## config.mk

```make
export PLATFORM = sky130hd
export DESIGN_NAME = host_fifo_arb_flat
export DESIGN_NICKNAME = d
export VERILOG_FILES = /design/src/rtl/host_fifo_arb_if.sv /design/src/rtl/host_fifo_arb.sv /design/src/flat_wrapper.sv
export SDC_FILE = /design/constraint.sdc
export NUM_CORES = 1
export LEC_CHECK = 0
export ABC_AREA = 1
export CAP_MARGIN = 20
export CORE_MARGIN = 2
export CORE_UTILIZATION = 55
export CTS_CLUSTER_DIAMETER = 60
export DETAILED_ROUTE_END_ITERATION = 10
export DONT_BUFFER_PORTS = 1
export PLACE_DENSITY = 0.81
export SLEW_MARGIN = 15
export SYNTH_ARGS = -nofsm -noshare
export SYNTH_HDL_FRONTEND = slang
export SYNTH_SLANG_ARGS = --single-unit
export TNS_END_PERCENT = 1
```

## constraint.sdc

```tcl
create_clock -name hb_clk -period 4.1 [get_ports hb_clk]
set_input_delay 0.615 -clock hb_clk [delete_from_list [all_inputs] [get_ports hb_clk]]
set_output_delay 0.615 -clock hb_clk [all_outputs]
set_load 0.02 [all_outputs]
```

## src/rtl/host_fifo_arb_if.sv

```systemverilog
// Port-B write arbiter bundle: requester side in,
// grant/strobe/status side out.
interface host_fifo_arb_if #(
  parameter int NREQ = 4,
  parameter int LW   = 12
);
  localparam int SW = (NREQ > 1) ? $clog2(NREQ) : 1;

  logic [NREQ-1:0]    req;
  logic [NREQ*LW-1:0] len;
  logic               stall;
  logic               fifo_rst;
  logic [NREQ-1:0]    gnt;
  logic [NREQ-1:0]    rd;
  logic               hb_wr;
  logic [SW-1:0]      sel;
  logic [LW-1:0]      fill;
  logic               busy;
  logic               xfer_done;
  logic               abort;

  modport master (
    output req, len, stall, fifo_rst,
    input  gnt, rd, hb_wr, sel, fill,
    input  busy, xfer_done, abort
  );

  modport slave (
    input  req, len, stall, fifo_rst,
    output gnt, rd, hb_wr, sel, fill,
    output busy, xfer_done, abort
  );
endinterface

```

## src/rtl/host_fifo_arb.sv

```systemverilog
// Round-robin arbiter moving requester words into the
// host bridge FIFO port B, with fill tracking and abort.
module host_fifo_arb #(
  parameter int NREQ  = 4,
  parameter int DEPTH = 2048,
  parameter int LW    = 12
) (
  input logic            hb_clk,
  input logic            ha_rst,
  host_fifo_arb_if.slave bus
);
  localparam int SW = (NREQ > 1) ? $clog2(NREQ) : 1;

  localparam logic [1:0] S_IDLE = 2'd0;
  localparam logic [1:0] S_XFER = 2'd1;
  localparam logic [1:0] S_DONE = 2'd2;

  localparam logic [LW:0]   DEPTH_W = (LW+1)'(DEPTH);
  localparam logic [LW-1:0] DEPTH_L = LW'(DEPTH);
  localparam logic [LW-1:0] ONE     = LW'(1);

  logic [1:0]      state_q, state_d;
  logic [NREQ-1:0] gnt_q, gnt_d;
  logic [SW-1:0]   sel_q, sel_d;
  logic [SW-1:0]   last_q, last_d;
  logic [LW-1:0]   rem_q, rem_d;
  logic [LW-1:0]   fill_q, fill_d;
  logic            busy_q, busy_d;

  logic [LW-1:0]   len_a [NREQ];
  logic [NREQ-1:0] elig;
  logic            found;
  logic [SW-1:0]   win;
  logic            wr;
  logic            kill;

  always_comb begin
    for (int i = 0; i < NREQ; i++) begin
      len_a[i] = bus.len[i*LW +: LW];
      elig[i]  = bus.req[i]
              && (len_a[i] != '0)
              && ({1'b0, len_a[i]}
                  <= DEPTH_W - {1'b0, fill_q});
    end
  end

  // search begins just after the last completed winner
  always_comb begin
    int j;
    logic [SW-1:0] cand;
    found = 1'b0;
    win   = '0;
    j     = 0;
    cand  = '0;
    for (int k = 1; k <= NREQ; k++) begin
      j = int'(last_q) + k;
      if (j >= NREQ) j = j - NREQ;
      cand = SW'(j);
      if (!found && elig[cand]) begin
        found = 1'b1;
        win   = cand;
      end
    end
  end

  assign kill = bus.fifo_rst && (state_q != S_IDLE);
  assign wr   = (state_q == S_XFER)
             && !bus.stall && !bus.fifo_rst;

  always_comb begin
    state_d = state_q;
    gnt_d   = gnt_q;
    sel_d   = sel_q;
    last_d  = last_q;
    rem_d   = rem_q;
    busy_d  = busy_q;
    fill_d  = fill_q;
    if (wr && fill_q != DEPTH_L) fill_d = fill_q + ONE;
    if (bus.fifo_rst) fill_d = '0;
    unique case (1'b1)
      state_q == S_IDLE: begin
        if (found) begin
          state_d = S_XFER;
          gnt_d   = NREQ'(1) << win;
          sel_d   = win;
          rem_d   = len_a[win];
          busy_d  = 1'b1;
        end
      end
      state_q == S_XFER: begin
        if (wr) begin
          rem_d = rem_q - ONE;
          if (rem_q == ONE) state_d = S_DONE;
        end
      end
      state_q == S_DONE: begin
        state_d = S_IDLE;
        gnt_d   = '0;
        busy_d  = 1'b0;
        last_d  = sel_q;
      end
      default: state_d = S_IDLE;
    endcase
    // abort drops the transfer and keeps the rr pointer
    if (kill) begin
      state_d = S_IDLE;
      gnt_d   = '0;
      busy_d  = 1'b0;
      rem_d   = '0;
      last_d  = last_q;
    end
  end

  always_ff @(posedge hb_clk or posedge ha_rst) begin
    if (ha_rst) begin
      state_q <= S_IDLE;
      gnt_q   <= '0;
      sel_q   <= '0;
      last_q  <= SW'(NREQ-1);
      rem_q   <= '0;
      fill_q  <= '0;
      busy_q  <= 1'b0;
    end else begin
      state_q <= state_d;
      gnt_q   <= gnt_d;
      sel_q   <= sel_d;
      last_q  <= last_d;
      rem_q   <= rem_d;
      fill_q  <= fill_d;
      busy_q  <= busy_d;
    end
  end

  assign bus.gnt       = kill ? '0 : gnt_q;
  assign bus.rd        = gnt_q & {NREQ{wr}};
  assign bus.hb_wr     = wr;
  assign bus.sel       = sel_q;
  assign bus.fill      = fill_q;
  assign bus.busy      = busy_q;
  assign bus.xfer_done = (state_q == S_DONE)
                      && !bus.fifo_rst;
  assign bus.abort     = kill;
endmodule

```

## src/flat_wrapper.sv

```systemverilog
// flat-port wrapper written by rule: the top's interface ports become plain ports
module host_fifo_arb_flat 
#(
  parameter int NREQ  = 4,
  parameter int DEPTH = 2048,
  parameter int LW    = 12
)
  (hb_clk, ha_rst, bus_req, bus_len, bus_stall, bus_fifo_rst, bus_gnt, bus_rd, bus_hb_wr, bus_sel, bus_fill, bus_busy, bus_xfer_done, bus_abort);
  host_fifo_arb_if #(.NREQ(NREQ), .LW(LW)) bus_i ();
  input logic hb_clk;
  input logic ha_rst;
  input wire logic [$bits(bus_i.req)-1:0] bus_req;
  input wire logic [$bits(bus_i.len)-1:0] bus_len;
  input wire logic [$bits(bus_i.stall)-1:0] bus_stall;
  input wire logic [$bits(bus_i.fifo_rst)-1:0] bus_fifo_rst;
  output wire logic [$bits(bus_i.gnt)-1:0] bus_gnt;
  output wire logic [$bits(bus_i.rd)-1:0] bus_rd;
  output wire logic [$bits(bus_i.hb_wr)-1:0] bus_hb_wr;
  output wire logic [$bits(bus_i.sel)-1:0] bus_sel;
  output wire logic [$bits(bus_i.fill)-1:0] bus_fill;
  output wire logic [$bits(bus_i.busy)-1:0] bus_busy;
  output wire logic [$bits(bus_i.xfer_done)-1:0] bus_xfer_done;
  output wire logic [$bits(bus_i.abort)-1:0] bus_abort;
  assign bus_i.req = bus_req;
  assign bus_i.len = bus_len;
  assign bus_i.stall = bus_stall;
  assign bus_i.fifo_rst = bus_fifo_rst;
  assign bus_gnt = bus_i.gnt;
  assign bus_rd = bus_i.rd;
  assign bus_hb_wr = bus_i.hb_wr;
  assign bus_sel = bus_i.sel;
  assign bus_fill = bus_i.fill;
  assign bus_busy = bus_i.busy;
  assign bus_xfer_done = bus_i.xfer_done;
  assign bus_abort = bus_i.abort;
  host_fifo_arb #(.NREQ(NREQ), .DEPTH(DEPTH), .LW(LW)) u_core (.hb_clk(hb_clk), .ha_rst(ha_rst), .bus(bus_i));
endmodule
```

==> results of run 1 <==
power breakdown:
part	internal [uW]	total, uW	switching (uW)
combinational	1520	3950	2430
sequential	450	556	107
clock	181	318	137
total	2150	4820	2670
layout make-up:
type | count | area [sq um]
Inverter | 114 | 427.9
Fill cell | 689 | 2564
Timing Repair Buffer | 38 | 404.1
Clock buffer | 5 | 68.82
Multi-Input combinational cell | 601 | 3292
Tap cell | 102 | 127.6
Clock inverter | 3 | 43.79
Sequential cell | 35 | 879.6
per-stage QoR:
step | setup slack (ns) | TNS, ns
after global routing | -0.1300 | -1.175
after floorplan | 0.2210 | 0
after CTS | 0.01553 | 0
final | 0.1234 | 0
after detailed placement | -0.1215 | -0.7280
after global placement | 0.08227 | 0
path summary, 6_finish.rpt:
path,slack (ns),to,from
setup / recovery,0.12,u_core.rem_q[3]$_DFFE_PP0P_,u_core.bus.fill[1]$_DFFE_PP0P_
hold / removal,0.31,u_core.state_q[1]$_DFFE_PP0P_,ha_rst
setup reg to reg,0.12,u_core.rem_q[3]$_DFFE_PP0P_,u_core.bus.fill[1]$_DFFE_PP0P_
hold reg to reg,0.51,u_core.rem_q[7]$_DFFE_PP0P_,u_core.rem_q[7]$_DFFE_PP0P_
max in group asynchronous,3.45,u_core.last_q[0]$_DFFE_PP1P_,ha_rst
min in group hb_clk,0.38,u_core.bus.fill[5]$_DFFE_PP0P_,bus_fifo_rst
cell usage after synthesis (2+ instances only):
cell type  number  area, sq um
nor3_1         10        50.05
nor2_1         83        311.6
o32ai_1         3        26.28
o21bai_1        2        15.01
a21oi_1        30        150.1
o21ai_0        28        140.1
nand4_1        14        87.58
dfrtp_1        33        825.8
inv_1         105        394.1
xor2_1          5        43.79
o21a_1          2        15.01
a31oi_1         4        25.02
nand3b_1        9        67.56
a21boi_1        4        30.03
clkbuf_1        4        15.01
o31a_1          3        26.28
nor4_1          3        18.77
dfstp_2         2        52.55
nor2_4          3        33.78
nand2_1       256        960.9
xnor2_1         2        17.52
nand3_2         4        40.04
o22ai_1         3        18.77
nand2_2         8        50.05
buf_6           2        22.52
o21ai_2         2        17.52
inv_2           9        33.78
nand3_1        74        370.4
buf_2           7        35.03
ha_1           36        450.4
sequential cells by signal, indices dropped and copies added, names as in the netlist:
signal           flops
u_core.bus.fill     12
u_core.bus.sel       2
u_core.gnt_q         4
u_core.rem_q        12
u_core.bus.busy      1
u_core.state_q       2
u_core.last_q        2
per-layer routing:
metal  track usage [%]  vias up  part of all wire (%)
li1                  -     2529                     -
met1             41.90     2458                    39
met2             56.31      307                    46
met3             6.260       57                    12
met4             10.39        0                   3.4
met5             5.769        -                     0
logic make-up after synthesis:
logic type / Yosys count / synth area share, %
flip-flops: 35 / 19.70
AO/OA/AOI/OAI: 90 / 12.15
XOR/XNOR: 7 / 1.375
buffers and inverters: 128 / 11.39
AND/OR/NAND/NOR: 468 / 45.27
adder cells (fa/ha/maj): 36 / 10.10
repair_timing:
item / in CTS / in global routing
buffers inserted: 0 / 8
pin swaps: 0 / 24
gates cloned: 0 / 4
setup endpoints to repair: 12 / 20
resized for setup: 2 / 61
==> results.cfg, run 1 <==
[power_and_ir_drop]
powerDensity_nw_per_um2 = 919.6
total_power_uw = 4822
power_leakage_uw = 0.002834
peakVddDrop_v = 0.0003943

[layout]
area_growth_pct = 17.63
final_common_cell = nand2_1
drive_gt1_share_pct = 15.70
postLayoutCellArea_sq_um = 5244
finalCoreUtilization_pct = 67.16
finalNonFillerCells = 898
nNetsFinal = 887
final_cell_mix = 243 x nand2_1, 102 x inv_1, 77 x nor2_1, 62 x nand3_1, 35 x ha_1
n_antenna_cell = 0

[logic_synthesis]
syn_inst = 764
synth_area_sq_um = 4458
async_flop_share_pct = 100.0
synth_edf_count = 0
synthFlopType = dfrtp_1
postSynthNetCount = 856
synth_cell_types = 44
synth-seq-cells = 35
synth.yosys.seq_area_share_pct = 19.70
avgSynthCellArea_sq_um = 5.835
ys.warnings.count = 0

[run_status]
outcome = completed

[die]
initial_core_util_pct = 57.10
dieArea_sq_um = 8842
die_w_microns = 94.03
num_rows = 32
io-pin-count = 82
core_area_sq_um = 7807
die_h_microns = 94.03

[setup_path]
path_common_cell = nand2_1
reg2reg_depth = 31
cp_data_arrival_time_ns = 4.17
cp_slowest_cell = dfrtp_1
critical_path_cell_count = 31
crit_path_start_kind = register
end_kind = register
path_class = reg2reg
cpLargestDelayFamily = simple AND/OR/NAND/NOR gates
critPathMaxFanout = 6
worstPathRequired_ns = 4.29
max_stage_delay_ns = 0.40
crit_buf_inv = 3

[sta]
report.final.slew_viol_count = 0
timing.final.crit_period_ns = 3.977
setup_viol = 0
worst_slew_pin_slew_ns = 0.6938
holdWs_ns = 0.3075
min_period_over_period_pct = 96.99
final-hold-violation-count = 0
slew_headroom_pct = 53.57
fin_skew_ns = 0.01222
rsz0062_at_grt = yes
timing.fmax_mhz = 251.5

[global_routing]
grt_overflow_total = 0
grt_max_degree = 36
grt_usage_pct = 33.10
antenna_found_initial = 0
grt_pass1_vias = 5107
grt_pass1_wl_mm = 23.18

[drt]
drcViolationCount = 0
ant_nets = 0
wl_per_cell_microns = 16.65
wirelength_mm = 14.95
drtIter0Drc = 593
routed-via-count = 5351
drtPass1Iterations = 8
viasPerCell = 5.959

[place]
hpwl_mm = 11.48
gp_congestion = 1.069
portBuffers = 0
placed_cells = 878
placed_cell_area_sq_um = 4713

[clock_tree]
cts_max_level = 2
cts_buffers = 5
cts_hold_buf = 0
root_buffer = clkbuf_8
clock_latency_ns = 0.29
clockBufferDepth = 2
clk_pin_slew_ns = 0.08
cts_sinks = 35
cts_tree = done

[worst_hold_path]
hold_class = in2async

[flow_run]
drv_cap = 0
Power figures use the tool's default switching activity.
==> run 2: changes to the inputs <==
- CORE_UTILIZATION: 55 -> 40
- PLACE_DENSITY: 0.81 -> 0.54
==> run 2 against run 1 <==
Sequential cell count unchanged; worst hold slack worse by 0.0041 ns; count of clock-buffer cells in the layout unchanged; register-to-register slack hardly changed; first-iteration DRC count is 30% lower; sequential share of layout area shrank 0.95 points; combinational power is 8.6% higher; routed wire length grew 11%; core utilization decreased by 16 points; global-route usage fell by 6.1 points; final area grew 5.8%; clock skew decreased by 0.00051 ns.
==> results.cfg, run 2 (same netlist as run 1, synthesis figures left out) <==
[layout]
final_common_cell = nand2_1
drive_gt1_share_pct = 18.54
n_antenna_cell = 0
final_cell_mix = 234 x nand2_1, 101 x inv_1, 75 x nor2_1, 63 x nand3_1, 37 x buf_4
nNetsFinal = 900
finalCoreUtilization_pct = 51.20
fillers = 1140
postLayoutCellArea_sq_um = 5550
area_growth_pct = 24.50

[drt]
routed-via-count = 5167
wirelength_mm = 16.66
drtPass1Iterations = 5
viasPerCell = 5.445
wl_per_cell_microns = 17.55
drtIter0Drc = 415
ant_nets = 0
drcViolationCount = 0

[global_routing]
grt_max_degree = 36
grt_overflow_total = 0
grt_pass1_wl_mm = 24.52
grt_usage_pct = 27.04
antenna_found_initial = 0
grt_pass1_vias = 4734

[clock_tree]
clock_latency_ns = 0.31
clk_pin_slew_ns = 0.09
cts_max_level = 2
cts_tree = done
cts_hold_buf = 0
clockBufferDepth = 2
root_buffer = clkbuf_8
cts_sinks = 35
cts_buffers = 5

[die]
initial_core_util_pct = 41.12
num_rows = 38
die_w_microns = 109.6
die_h_microns = 109.6
dieArea_sq_um = 12010
core_area_sq_um = 10840
io-pin-count = 82

[place]
placed_cell_area_sq_um = 4818
hpwl_mm = 13.18
portBuffers = 0
gp_congestion = 0.9893

[setup_path]
end_kind = register
path_class = reg2reg
crit_path_start = u_core.bus.fill[1]$_DFFE_PP0P_
critPathMaxFanout = 6
worstPathRequired_ns = 4.29
cp_data_arrival_time_ns = 4.18
crit_path_start_kind = register
cp_slowest_cell = dfrtp_1
path_common_cell = nand2_1
max_stage_delay_ns = 0.41
r2r_start = u_core.bus.fill[1]$_DFFE_PP0P_

[power_and_ir_drop]
peakVddDrop_v = 0.0004004
p_comb_share_pct = 82.0
powerDensity_nw_per_um2 = 943.1
switching_share_pct = 53.55
pwr-share-clk_pct = 7.4
power_frac_seq_pct = 10.7
p_int_uw = 2431
p_sw_uw = 2803
power_leakage_uw = 0.002925

[worst_hold_path]
hold_class = in2async

[sta]
timing.final.crit_period_ns = 3.984
fin_skew_ns = 0.01171
slew_headroom_pct = 46.82
setup_viol = 0
final-hold-violation-count = 0
report.final.slew_viol_count = 0
worst_slew_pin_slew_ns = 0.7948
min_period_over_period_pct = 97.16
timing.fmax_mhz = 251.0

[run_status]
outcome = completed

[flow_run]
drv_cap = 0
==> run 2: changes by cell type in the layout (fill, tap and decap cells not counted), sizes merged <==
cell      previous run  this run
buf                 34        47
clkinv               2         0
bufinv               1         2
clkinvlp             0         1
==> run 2: worst max-delay path, delay by kind of cell, from the launching register on <==
kind	cells	cell delay, ns
AND/OR/NAND/NOR	19	1.92
XOR/XNOR	1	0.18
flip-flops	1	0.41
AO/OA/AOI/OAI	1	0.25
adder cells (fa/ha/maj)	2	0.39
buffers and inverters	6	0.73
==> run 2: area by class of cell <==
cell class              instances  area, sq um  share of cell area (%)
multi-input cells             601         3402                   61.29
flip-flops and latches         35        878.3                   15.83
repair buffers                 51        528.0                   9.513
inverters                     114        430.4                   7.755
well taps                     140        175.2                   3.156
clock buffers                   5        68.82                   1.240
clock inverters                 3        67.56                   1.217
==> run 2: final timing paths <==
kind	end	slack (ns)	cells past startpoint
setup / recovery	u_core.rem_q[11]$_DFFE_PP0P_	0.12	29
hold / removal	u_core.rem_q[4]$_DFFE_PP0P_	0.30	2
setup reg to reg	u_core.rem_q[11]$_DFFE_PP0P_	0.12	29
hold reg to reg	u_core.rem_q[7]$_DFFE_PP0P_	0.51	2
max in group asynchronous	u_core.last_q[0]$_DFFE_PP1P_	3.46	2
min in group hb_clk	u_core.bus.fill[5]$_DFFE_PP0P_	0.38	1
==> run 2: layer usage <==
metal	part of all wire, %	up-vias	global-route usage (%)
li1	-	2554	-
met1	45	2448	37.11
met2	47	153	44.62
met3	6.8	12	4.861
met4	0.88	0	5.244
met5	0	-	0
==> run 2: repair_timing <==
item	4_1_cts	5_1_grt
pin swaps	0	39
gates cloned	0	6
gates resized for setup	1	85
setup buffers	0	14
endpoints found under the setup margin	8	18
==> run 2: per-stage QoR <==
| stage | worst slack (ns) | power, uW | hold WS (ns) | std cells | TNS, ns |
|---|---|---|---|---|---|
| 2_1_floorplan | 0.2210 | 2912 | 0.4488 | 764 | 0 |
| 3_5_place_dp | -0.04008 | 3861 | 0.4843 | 922 | -0.1414 |
| 3_3_place_gp | 0.04795 | 3811 | 0.4812 | 922 | 0 |
| 4_1_cts | 0.04205 | 4264 | 0.3117 | 930 | 0 |
| 6_report | 0.1163 | 5234 | 0.3034 | 949 | 0 |
| 5_1_grt | -0.1193 | 5701 | 0.3457 | 949 | -1.611 |
==> run 2: power by group through the flow <==
stage	clock, uW	combinational, uW	sequential [uW]
after floorplan	0	2360	556
after global placement	0	3250	558
after detailed placement	0	3300	557
after CTS	388	3320	553
after global routing	402	4720	574
final	385	4290	559
==> run 3: changes to the inputs <==
- CTS_CLUSTER_DIAMETER: 60 -> unset
==> results of run 3 <==
No change in the layout: final DEF, timing and power equal those of run 2.
